`src/rtl/fft_twiddle_sequencer_if.sv`:
```
// Handshake bundle between the twiddle sequencer and the 8-lane twiddle
// complex multiplier: issue strobe plus twiddle start/step, and the
// multiplier's per-block result strobe coming back.
interface fft_twiddle_sequencer_if;
  logic       mult_isValid;
  logic [5:0] mult_start;
  logic [5:0] mult_step;
  logic       mult_resultValid;

  modport master (
    output mult_isValid,
    output mult_start,
    output mult_step,
    input  mult_resultValid
  );

  modport slave (
    input  mult_isValid,
    input  mult_start,
    input  mult_step,
    output mult_resultValid
  );
endinterface

```
`src/rtl/fft_twiddle_sequencer.sv`:
```
// Sequences the 8-lane twiddle multiplier through the 6 stages of a 64-point
// radix-2 FFT: 4 blocks of 8 butterflies per stage, one block per cycle,
// with an outstanding-result limit and a full drain between stages.
module fft_twiddle_sequencer #(
  parameter int MAX_OUTSTANDING = 4,
  parameter int NUM_STAGES      = 6
) (
  input  logic                           clk,
  input  logic                           rst,
  input  logic                           start,
  input  logic                           operands_ready,
  fft_twiddle_sequencer_if.master        mult,
  output logic [2:0]                     stage,
  output logic [1:0]                     block,
  output logic                           busy,
  output logic                           done,
  output logic                           err
);

  typedef enum logic [1:0] {IDLE, ISSUE, DRAIN, FIN} state_t;

  localparam logic [3:0] OUT_MAX    = 4'(MAX_OUTSTANDING);
  localparam logic [2:0] LAST_STAGE = 3'(NUM_STAGES - 1);

  state_t     r_state;
  logic [2:0] r_stage;
  logic [1:0] r_block;
  logic [3:0] r_outstanding;
  logic       r_done;
  logic       r_err;

  logic       w_issue;
  logic       w_rv;
  logic [5:0] w_start;
  logic [5:0] w_step;

  assign w_rv    = mult.mult_resultValid;
  assign w_issue = (r_state == ISSUE) && operands_ready && (r_outstanding < OUT_MAX);

  // Twiddle index for lane 0 and per-lane increment; butterflies are ordered
  // twiddle-major, so early stages share one twiddle across a whole block.
  always_comb begin
    w_start = 6'd0;
    w_step  = 6'd0;
    case (r_stage)
      3'd1:    w_start = {1'b0, r_block[1], 4'b0000};
      3'd2:    w_start = {1'b0, r_block, 3'b000};
      3'd3:    w_step  = 6'd4;
      3'd4: begin
        w_start = {1'b0, r_block[0], 4'b0000};
        w_step  = 6'd2;
      end
      3'd5: begin
        w_start = {1'b0, r_block, 3'b000};
        w_step  = 6'd1;
      end
      default: ;
    endcase
  end

  // Control FSM plus outstanding-result tracking and sticky error.
  always_ff @(posedge clk) begin
    if (rst) begin
      r_state       <= IDLE;
      r_stage       <= 3'd0;
      r_block       <= 2'd0;
      r_outstanding <= 4'd0;
      r_done        <= 1'b0;
      r_err         <= 1'b0;
    end else begin
      r_done <= 1'b0;
      case (r_state)
        IDLE: if (start) begin
          r_state <= ISSUE;
          r_stage <= 3'd0;
          r_block <= 2'd0;
        end
        ISSUE: if (w_issue) begin
          r_block <= r_block + 2'd1;
          if (r_block == 2'd3) r_state <= DRAIN;
        end
        // Next stage reads this stage's outputs, so wait for every result.
        DRAIN: if (r_outstanding == 4'd0) begin
          if (r_stage == LAST_STAGE) begin
            r_state <= FIN;
            r_done  <= 1'b1;
          end else begin
            r_stage <= r_stage + 3'd1;
            r_state <= ISSUE;
          end
        end
        FIN: begin
          r_stage <= 3'd0;
          r_state <= IDLE;
        end
        default: r_state <= IDLE;
      endcase

      // Issue and return in the same cycle cancel out.
      if (w_issue && !w_rv)
        r_outstanding <= r_outstanding + 4'd1;
      else if (!w_issue && w_rv) begin
        if (r_outstanding != 4'd0) r_outstanding <= r_outstanding - 4'd1;
        else                       r_err         <= 1'b1;
      end
    end
  end

  assign mult.mult_isValid = w_issue;
  assign mult.mult_start   = w_start;
  assign mult.mult_step    = w_step;
  assign stage             = r_stage;
  assign block             = r_block;
  assign busy              = (r_state != IDLE);
  assign done              = r_done;
  assign err               = r_err;

endmodule

```
`src/flat_wrapper.sv`:
```
// flat-port wrapper written by rule: the top's interface ports become plain ports
module fft_twiddle_sequencer_flat 
#(
  parameter int MAX_OUTSTANDING = 4,
  parameter int NUM_STAGES      = 6
)
  (clk, rst, start, operands_ready, stage, block, busy, done, err, mult_mult_isValid, mult_mult_start, mult_mult_step, mult_mult_resultValid);
  fft_twiddle_sequencer_if mult_i ();
  input  logic clk;
  input  logic rst;
  input  logic start;
  input  logic operands_ready;
  output logic [2:0] stage;
  output logic [1:0] block;
  output logic busy;
  output logic done;
  output logic err;
  output wire logic [$bits(mult_i.mult_isValid)-1:0] mult_mult_isValid;
  output wire logic [$bits(mult_i.mult_start)-1:0] mult_mult_start;
  output wire logic [$bits(mult_i.mult_step)-1:0] mult_mult_step;
  input wire logic [$bits(mult_i.mult_resultValid)-1:0] mult_mult_resultValid;
  assign mult_mult_isValid = mult_i.mult_isValid;
  assign mult_mult_start = mult_i.mult_start;
  assign mult_mult_step = mult_i.mult_step;
  assign mult_i.mult_resultValid = mult_mult_resultValid;
  fft_twiddle_sequencer #(.MAX_OUTSTANDING(MAX_OUTSTANDING), .NUM_STAGES(NUM_STAGES)) u_core (.clk(clk), .rst(rst), .start(start), .operands_ready(operands_ready), .mult(mult_i), .stage(stage), .block(block), .busy(busy), .done(done), .err(err));
endmodule
```
`config.mk`:
```
export PLATFORM = sky130hd
export DESIGN_NAME = fft_twiddle_sequencer_flat
export DESIGN_NICKNAME = d
export VERILOG_FILES = /design/src/rtl/fft_twiddle_sequencer_if.sv /design/src/rtl/fft_twiddle_sequencer.sv /design/src/flat_wrapper.sv
export SDC_FILE = /design/constraint.sdc
export NUM_CORES = 1
export LEC_CHECK = 0
export ABC_CLOCK_PERIOD_IN_PS = 7700
export BUFFER_PORTS_ARGS = -buffer_cell sky130_fd_sc_hd__clkbuf_2
export CAP_MARGIN = 20
export CORE_AREA = 2 2 57 59
export CTS_CLUSTER_SIZE = 12
export DETAILED_ROUTE_END_ITERATION = 8
export DIE_AREA = 0 0 59 61
export HOLD_SLACK_MARGIN = 0.12
export SETUP_SLACK_MARGIN = 0.4
export SYNTH_ARGS = -nofsm -noshare
export SYNTH_HDL_FRONTEND = slang
export SYNTH_SLANG_ARGS = --single-unit
```
`constraint.sdc`:
```
create_clock -name clk -period 7.7 [get_ports clk]
set_input_delay 0.385 -clock clk [delete_from_list [all_inputs] [get_ports clk]]
set_output_delay 0.385 -clock clk [all_outputs]
set_load 0.01 [all_outputs]
```
==> reports/results.ini, run 1 <==
[timing]
post-route-period-util_pct = 34.44
skew_ns = 0.004350
final_max_slew_viol_count = 0
timing.final.ws_setup_ns = 5.048
slew_headroom_pct = 63.27
period_minus_slack_ns = 2.652
tightest_slew_ns = 0.5465
fmax_mhz = 377.1
rsz0062_at_grt = no
tns_ns = 0
hold_viol = 0
setup_violations = 0

[placement]
postPlaceCellArea_um2 = 984.7
port_buffers = 18
dp_slack_ns = 5.025
dpl.hpwl_um = 1359
place_congestion = 0.8043

[floorplan]
dieArea_um2 = 3599
rows = 20
dieHeight_um = 61
boundaryPins = 26
die_w_um = 59
core_um2 = 2953
start_util_pct = 30.42

[finish]
nFillCells = 317
finish.instance_area_um2 = 1011
drive_gt1_share_pct = 24.79
areaGrowthSynthToFinish_pct = 12.53
layout.nets = 134
layout_common_cells = 18 x clkbuf_2, 13 x dfxtp_1, 10 x inv_1, 10 x nor2_1, 10 x ha_1
final_common_cell = clkbuf_2
n_antenna_cell = 0

[pwr]
swShare_pct = 39.81
leakagePower_uw = 0.0004824
seqPwrFrac_pct = 38.7
power_density_nw_per_um2 = 259.0
p_int_uw = 157.6
switchingPower_uw = 104.2
combPwrFrac_pct = 44.3
power_frac_clock_pct = 16.9
total_power_uw = 261.8
ir_drop_mv = 0.1472

[synth]
synth_top_area_share_pct = 28.97
ys_types = 34
netlist_instances = 100
ys_ff_latch = 13
ys_seq_area_share_pct = 28.97
synth_top_family_by_area = simple AND/OR/NAND/NOR gates
synth_compound_area_share_pct = 14.62
yosysTopAreaCell = dfxtp_1
synthXorXnorAreaFrac_pct = 1.950
ys_async_sr_fraction_pct = 0
synth-simple-area-share_pct = 18.94
postSynthAreaPerCell_um2 = 8.984
synthAdderAreaFrac_pct = 16.16
netlist_area_um2 = 898.4
synthFlopType = dfxtp_1
synthTopCellsByArea = dfxtp_1 29%, ha_1 14%, buf_4 5.8%, inv_1 4.2%, nor2_1 4.2%
yosysWarnings = 0
synth_mux_area_share_pct = 7.242
synth_edf_count = 0

[clock_network]
hold_buffers = 0
cts_tree = built
cts_resized = 0
clk_pin_slew_ns = 0.09
clock_sinks = 13
cts_setup_buffers = 0
clk_path_buf_depth = 2
clk_latency_ns = 0.28
cts_root_buf = clkbuf_4
cts-buffers-inserted = 3
cts.htree.levels = 1

[routing]
finalWirelength_um = 1706
vias_per_cell = 4.573
drtIter0Drc = 8
drc = 0
dr.pass1.iters = 2
routedWlPerCell_um = 11.37
antenna_left = 0
vias = 686

[critical_path]
cp.required_ns = 7.87
crit_start = u_core.r_state[1]
slowest_delay_ns = 0.41
r2r_start = u_core.r_state[1]
critical_path_buf_inv_count = 2
end_kind = register
worstSetupPathType = reg2reg
worstPathCellList = nor4b_1 > nand2_1 > inv_1 > ha_1 > inv_1 > ha_1 > a21o_1 > a21oi_1 > mux2i_1 > mux2_1
arrival_ns = 2.83
worst_setup_path_start_kind = register
crit_slowest_cell = nor4b_1
path_max_fanout = 9
crit_family = simple AND/OR/NAND/NOR gates

[global_routing]
grt_util_all_layers_pct = 10.86
overflow = 0
grt_pass1_wl_um = 2891
grt_max_degree = 14
grt_pass1_vias = 672
antenna_found_initial = 0

[run]
cap_violations = 0

[min_path]
hold_class = in2reg
min_from = rst

[run_status]
status = complete, no violations

[Yosys cell counts (2+ instances only)]
library cell,instances
inv_1,10
dfxtp_1,13
o2bb2ai_1,2
mux2_2,3
ha_1,10
mux2i_1,2
a21o_1,3
buf_4,7
a22o_1,2
a22oi_1,2
clkbuf_1,4
nor2_1,10
nand2_1,4
nor2b_1,2
a21oi_1,6
xnor2_1,2
[worst register-to-register path, stage by stage (launching register included)]
cell and delay [ns]:
dfxtp_1 0.39, nor4b_1 0.41, nand2_1 0.14, inv_1 0.10
ha_1 0.17, inv_1 0.12, ha_1 0.32, a21o_1 0.17
a21oi_1 0.17, mux2i_1 0.22, mux2_1 0.32
[final cells by class]
type / instances / area [um2] / area share [%]
inverter: 10 / 37.54 / 3.713
timing repair buffer: 18 / 90.09 / 8.911
sequential: 13 / 260.3 / 25.74
multi-input combinational: 72 / 555.5 / 54.95
tap: 33 / 41.29 / 4.084
clock buffer: 4 / 26.28 / 2.599
[power by group through the flow]
stage                     clock (uW)  combinational [uW]  sequential, uW
after floorplan                    0                96.4            98.5
after global placement             0                 111             103
final                           44.4                 116             101
after CTS                       46.6                 116             101
after detailed placement           0                 116             102
after global routing            49.6                 130             104
[per-stage QoR]
| stage | cells | hold WS [ns] | util [%] |
|---|---|---|---|
| floorplan | 106 | 0.5001 | - |
| global placement | 146 | 0.4805 | 33.35 |
| detailed placement | 146 | 0.4736 | 33.35 |
| CTS | 150 | 0.4745 | 34.24 |
| global route | 150 | 0.4882 | 34.24 |
| finish | 150 | 0.4760 | 34.24 |
[sequential cells by signal, summed over array words and instances, names as in the netlist]
signal and cells:
u_core.r_outstanding 4, u_core.stage 3, u_core.block 2, u_core.r_state 2
u_core.done 1, u_core.err 1
[routing by layer]
| layer | track usage (%) | vias up | part of all wire, % |
|---|---|---|---|
| li1 | - | 360 | - |
| met1 | 13.22 | 306 | 46 |
| met2 | 17.14 | 18 | 47 |
| met3 | 5.330 | 2 | 6.5 |
| met4 | 2.922 | 0 | 0.47 |
| met5 | 0 | - | 0 |
[worst paths after layout]
path / to / slack, ns / cells past startpoint
max: u_core.r_outstanding[3] / 5.05 / 10
min: u_core.r_state[1] / 0.48 / 2
max reg2reg: u_core.r_outstanding[3] / 5.05 / 10
min reg2reg: u_core.err / 0.49 / 2
[logic make-up after synthesis]
| family | count (synthesis) |
|---|---|
| other | 1 |
| AO/OA/AOI/OAI | 19 |
| buffers and inverters | 21 |
| AND/OR/NAND/NOR | 27 |
| multiplexers | 6 |
| flip-flops | 13 |
| adder cells (fa/ha/maj) | 11 |
| XOR/XNOR | 2 |
No activity file was read; power rests on OpenSTA's default activity.
==> run 2, diff against run 1 <==
ABC_CLOCK_PERIOD_IN_PS = 2600   (was 7700)
clock period = 2.6 ns   (was 7.7 ns; I/O delays follow)
==> reports/results.ini, run 2 (synthesized netlist as in run 1, its figures left out) <==
[run_status]
status = complete, no violations

[pwr]
leakagePower_uw = 0.0005359  ; +11%
power_density_nw_per_um2 = 769.1  ; +200%
ir_drop_mv = 0.2019  ; +37%

[critical_path]
cp.depth = 10  ; unchanged
endpoint = u_core.r_outstanding[3]
r2r_setup_slack_ns = 0.41  ; -4.64 ns
slowest_delay_ns = 0.36  ; -0.05 ns
rr_worst_depth = 10  ; unchanged
r2r_start = u_core.r_outstanding[3]
crit_start = u_core.r_outstanding[3]
end_kind = register
worstPathCellList = nor4b_4 > nand2_1 > inv_2 > ha_4 > inv_6 > ha_4 > a21o_1 > a21oi_2 > mux2i_1 > mux2_1
worst_setup_path_start_kind = register
critical_path_buf_inv_count = 2  ; unchanged
arrival_ns = 2.36  ; -0.47 ns
r2r-end = u_core.r_outstanding[3]
crit_path_frequent_cell = ha_4
crit_slowest_cell = dfxtp_4
worstSetupPathType = reg2reg
path_max_fanout = 5  ; -4
cp.required_ns = 2.77  ; -5.10 ns
crit_family = multiplexers

[clock_network]
cts_root_buf = clkbuf_4
cts.htree.levels = 1  ; unchanged
cts-buffers-inserted = 3  ; unchanged
hold_buffers = 0  ; unchanged
clk_path_buf_depth = 2  ; unchanged
clock_sinks = 13  ; unchanged
clk_latency_ns = 0.27  ; about the same
cts_tree = built
clk_pin_slew_ns = 0.09  ; about the same

[timing]
setup_violations = 0  ; unchanged
period_minus_slack_ns = 2.193  ; -0.4584 ns
final_max_slew_viol_count = 0  ; unchanged
rsz0062_at_grt = yes
tns_ns = 0  ; unchanged
post-route-period-util_pct = 84.36  ; +50 points
slew_headroom_pct = 65.41  ; +2.1 points
skew_ns = 0.006387  ; +0.002037 ns
fmax_mhz = 455.9  ; +21%
hold_viol = 0  ; unchanged
tightest_slew_ns = 0.5146  ; -0.03184 ns
whs_ns = 0.2395  ; -0.2365 ns

[min_path]
hold_class = in2reg

[routing]
drtIter0Drc = 36  ; +28
drc = 0  ; unchanged
vias = 728  ; +6.1%
vias_per_cell = 4.579  ; +0.12%
routedWlPerCell_um = 11.33  ; -0.35%
dr.pass1.iters = 4  ; +2
antenna_left = 0  ; unchanged
finalWirelength_um = 1802  ; +5.6%

[global_routing]
overflow = 0  ; unchanged
grt_pass1_vias = 688  ; +2.4%
grt_util_all_layers_pct = 10.95  ; +0.094 points
antenna_found_initial = 0  ; unchanged
grt_pass1_wl_um = 3001  ; +3.8%
grt_max_degree = 14  ; unchanged

[finish]
largest_reg_flops = 4  ; unchanged
final_common_cell = clkbuf_2
areaGrowthSynthToFinish_pct = 26.46
nFillCells = 311  ; -1.9%
largest_register = u_core.r_outstanding
drive_gt1_share_pct = 37.30  ; +13 points
layout_common_cells = 18 x clkbuf_2, 10 x nor2_1, 10 x dfxtp_1
n_antenna_cell = 0  ; unchanged
layout.nets = 143  ; +6.7%

[placement]
place_congestion = 0.7972  ; -0.88%
port_buffers = 18  ; unchanged
dpl.hpwl_um = 1365  ; +0.40%

[floorplan]
dieArea_um2 = 3599  ; unchanged
rows = 20  ; unchanged
start_util_pct = 30.42  ; unchanged
boundaryPins = 26  ; unchanged
die_w_um = 59  ; unchanged
core_um2 = 2953  ; unchanged
dieHeight_um = 61  ; unchanged

[run]
cap_violations = 0  ; unchanged

run 2: area by class of cell:
class / count / area [um2] / area share, %
multi-input cells: 72 / 599.3 / 52.75
flip-flops and latches: 13 / 269.0 / 23.68
repair buffers: 27 / 157.7 / 13.88
inverters: 10 / 42.54 / 3.744
well taps: 33 / 41.29 / 3.634
clock buffers: 4 / 26.28 / 2.313
run 2: worst min path at each step:
| stage | endpoint | cells past startpoint | startpoint |
|---|---|---|---|
| 2_1_floorplan | u_core.r_outstanding[3] | 2 | rst |
| 3_3_place_gp | u_core.err | 2 | u_core.err |
| 3_5_place_dp | u_core.err | 2 | u_core.err |
| 4_1_cts | u_core.r_state[1] | 2 | rst |
| 5_1_grt | u_core.r_outstanding[0] | 2 | rst |
| 6_report | u_core.r_outstanding[2] | 2 | rst |
run 2: where the power goes:
part | switching [uW] | internal (uW) | total [uW] | leakage [uW]
Sequential | 55.4 | 245 | 301 | 0.000108
Clock | 67.1 | 59.4 | 126 | 0.0000150
Combinational | 209 | 237 | 447 | 0.000413
Total | 332 | 542 | 874 | 0.000536
run 2: per-layer routing:
layer / track usage [%] / vias up / wire length [um]
met2: 18.41 / 19 / 835
met5: 0 / - / 0
met3: 1.279 / 2 / 66
li1: - / 378 / -
met4: 6.818 / 0 / 27
met1: 13.37 / 329 / 872
run 2: metrics by stage:
step	std cells	instance area, um2	worst slack, ns	util [%]	power, uW
detailed placement	146	1032	0.3090	34.96	694.6
global placement	146	1032	0.3874	34.96	681.7
floorplan	106	978.4	0.4031	-	617.3
CTS	157	1121	0.3923	37.97	869.6
global route	159	1136	0.3308	38.47	931.7
finish	159	1136	0.4066	38.47	873.8
run 2: repair_timing:
action,in CTS,in global routing
buffers inserted,7,2
endpoints found under the setup margin,1,1
gates resized for setup,5,0
pin swaps,4,3
==> run 3, diff against run 2 <==
ABC_AREA = 1   (was not set)
ABC_CLOCK_PERIOD_IN_PS = 1800   (was 2600)
CORE_AREA = 2 2 58 60   (was 2 2 57 59)
DIE_AREA = 0 0 60 62   (was 0 0 59 61)
clock period = 1.8 ns   (was 2.6 ns; I/O delays follow)
==> reports/results.ini, run 3 <==
[critical_path]
cp.required_ns = 2.02  ; -0.75 ns
r2r_start = u_core.r_state[0]
worst_setup_path_start_kind = register
r2r-end = u_core.r_outstanding[3]
arrival_ns = 1.87  ; -0.49 ns
worstSetupPathType = reg2reg
rr_worst_depth = 13  ; +3
path_max_fanout = 5  ; unchanged
r2r_setup_slack_ns = 0.15  ; -0.26 ns
end_kind = register

[floorplan]
dieHeight_um = 62  ; +1.6%
boundaryPins = 26  ; unchanged
start_util_pct = 29.00  ; -1.4 points
rows = 21  ; +5.0%
die_w_um = 60  ; +1.7%
core_um2 = 3179  ; +7.7%
dieArea_um2 = 3720  ; +3.4%

[clock_network]
cts-buffers-inserted = 3  ; unchanged
clock_sinks = 13  ; unchanged
cts_tree = built
clk_path_buf_depth = 2  ; unchanged
cts.htree.levels = 1  ; unchanged
clk_latency_ns = 0.29  ; +0.02 ns
clk_pin_slew_ns = 0.08  ; about the same
cts_root_buf = clkbuf_4

[finish]
largest_register = u_core.r_outstanding
nFillCells = 318  ; +2.3%
final_common_cell = nand2_1
layout_common_cells = 18 x nand2_1, 17 x clkbuf_2, 15 x inv_1
n_antenna_cell = 0  ; unchanged
drive_gt1_share_pct = 45.34  ; +8.0 points
largest_reg_flops = 4  ; unchanged
layout.nets = 178  ; +24%
final_util_pct = 41.05  ; +2.6 points
areaGrowthSynthToFinish_pct = 41.52

[placement]
place_congestion = 0.7848  ; -1.6%
port_buffers = 18  ; unchanged
dpl.hpwl_um = 1543  ; +13%
dp_slack_ns = 0.04280  ; -0.2662 ns

[min_path]
holdPathEnd = u_core.r_state[1]
hold_class = in2reg
min_from = start
worstHoldPathCells = 5  ; +3

[timing]
fmax_mhz = 606.0  ; +33%
final_max_slew_viol_count = 0  ; unchanged
period_minus_slack_ns = 1.650  ; -0.5432 ns
skew_ns = 0.004571  ; -0.001816 ns
post-route-period-util_pct = 91.68  ; +7.3 points
rsz0062_at_grt = yes
hold_viol = 0  ; unchanged
tns_ns = 0  ; unchanged
setup_violations = 0  ; unchanged
timing.final.ws_setup_ns = 0.1498  ; -0.2568 ns

[pwr]
power_density_nw_per_um2 = 1241  ; +61%
ir_drop_mv = 0.5895  ; +190%
leakagePower_uw = 0.0006239  ; +16%

[run_status]
status = complete, no violations

[routing]
dr.pass1.iters = 4  ; unchanged
antenna_left = 0  ; unchanged
vias = 896  ; +23%
finalWirelength_um = 2123  ; +18%
routedWlPerCell_um = 10.26  ; -9.5%
drc = 0  ; unchanged
drtIter0Drc = 26  ; -28%
vias_per_cell = 4.329  ; -5.5%

[global_routing]
grt_util_all_layers_pct = 11.75  ; +0.80 points
overflow = 0  ; unchanged
grt_pass1_wl_um = 3208  ; +6.9%
grt_max_degree = 8  ; -6
grt_pass1_vias = 792  ; +15%
antenna_found_initial = 0  ; unchanged

[synth]
yosysMostFrequentCell = inv_1
ys_ff_latch = 13  ; unchanged
netlist_area_um2 = 922.1  ; +2.6%
ys_seq_area_share_pct = 28.22  ; -0.75 points
synthTopCellsByArea = dfxtp_1 28%, ha_1 14%, inv_1 8.5%, nand2_1 8.1%, buf_4 5.7%
yosysTopAreaCell = dfxtp_1
synthTopCellsByCount = 21 x inv_1, 20 x nand2_1, 13 x dfxtp_1, 13 x nor2_1, 10 x ha_1
ys_async_sr_fraction_pct = 0  ; unchanged
synth_edf_count = 0  ; unchanged
synth_top_area_share_pct = 28.22  ; -0.75 points
yosysWarnings = 0  ; unchanged
synthFlopType = dfxtp_1
netlist_instances = 129  ; +29%
ys_types = 23  ; -32%
postSynthAreaPerCell_um2 = 7.148  ; -20%

[run]
cap_violations = 0  ; unchanged

-- run 3: area by class of cell --
type | instances | area, um2 | area share, %
Multi-Input combinational cell | 91 | 664.4 | 50.91
Sequential cell | 13 | 275.3 | 21.09
Timing Repair Buffer | 30 | 182.7 | 14.00
Inverter | 23 | 98.84 | 7.574
Tap cell | 46 | 57.56 | 4.410
Clock buffer | 4 | 26.28 | 2.013
-- run 3: logic make-up (layout without fill, tap and decap cells) --
group | count (synthesis) | after routing | share of synthesized area [%]
AND/OR/NAND/NOR | 57 | 57 | 31.07
buffers and inverters | 31 | 57 | 15.47
AO/OA/AOI/OAI | 15 | 15 | 8.141
flip-flops | 13 | 13 | 28.22
adder cells (fa/ha/maj) | 11 | 11 | 15.74
other | 1 | 7 | 0.4067
XOR/XNOR | 1 | 1 | 0.9500
-- run 3: worst max-delay path, stage by stage (launching register included) --
cell	delay, ns
dfxtp_4	0.35
inv_2	0.04
nor2_4	0.10
nand3_4	0.09
inv_4	0.07
ha_4	0.14
inv_6	0.05
ha_4	0.22
or2_4	0.23
nand2_1	0.05
nand2_1	0.04
nand2_1	0.05
nand2_1	0.04
a21oi_1	0.10
-- run 3: through the flow --
step / hold WS, ns / total power, uW / area, um2 / instances
final: 0.1817 / 1620 / 1305 / 207
after global routing: 0.1797 / 1763 / 1305 / 207
after CTS: 0.1324 / 1449 / 1175 / 203
after detailed placement: 0.3872 / 1208 / 1097 / 194
after global placement: 0.3823 / 1188 / 1097 / 194
after floorplan: 0.1591 / 1004 / 983.4 / 135
-- run 3: timing repair --
action	4_1_cts	5_1_grt
setup buffers	4	4
gates resized for setup	12	24
hold buffers	1	0
endpoints found under the hold margin	6	0
setup endpoints to repair	6	7
pin swaps	6	15
-- run 3: power breakdown --
| group | internal, uW | total, uW | switching, uW |
|---|---|---|---|
| Combinational | 417 | 952 | 535 |
| Sequential | 377 | 474 | 97.4 |
| Clock | 86.2 | 194 | 108 |
-- run 3: per-layer routing --
metal,share of wire [%],GRT usage (%)
met2,49,21.58
met4,1.6,4.762
met1,44,11.96
met3,5.2,4.555
met5,0,0
-- run 3: how the worst max path moves through the flow --
stage / start / end / slack [ns] / cells after the start
after floorplan: u_core.r_state[0] / u_core.r_outstanding[3] / 0.09 / 13
after global routing: u_core.r_state[0] / u_core.r_outstanding[3] / 0.04 / 14
after global placement: u_core.r_state[0] / u_core.r_outstanding[3] / 0.1 / 13
after CTS: u_core.r_state[0] / u_core.r_outstanding[3] / 0.15 / 13
after detailed placement: u_core.r_state[0] / u_core.r_outstanding[3] / 0.04 / 13
final: u_core.r_state[0] / u_core.r_outstanding[3] / 0.15 / 13
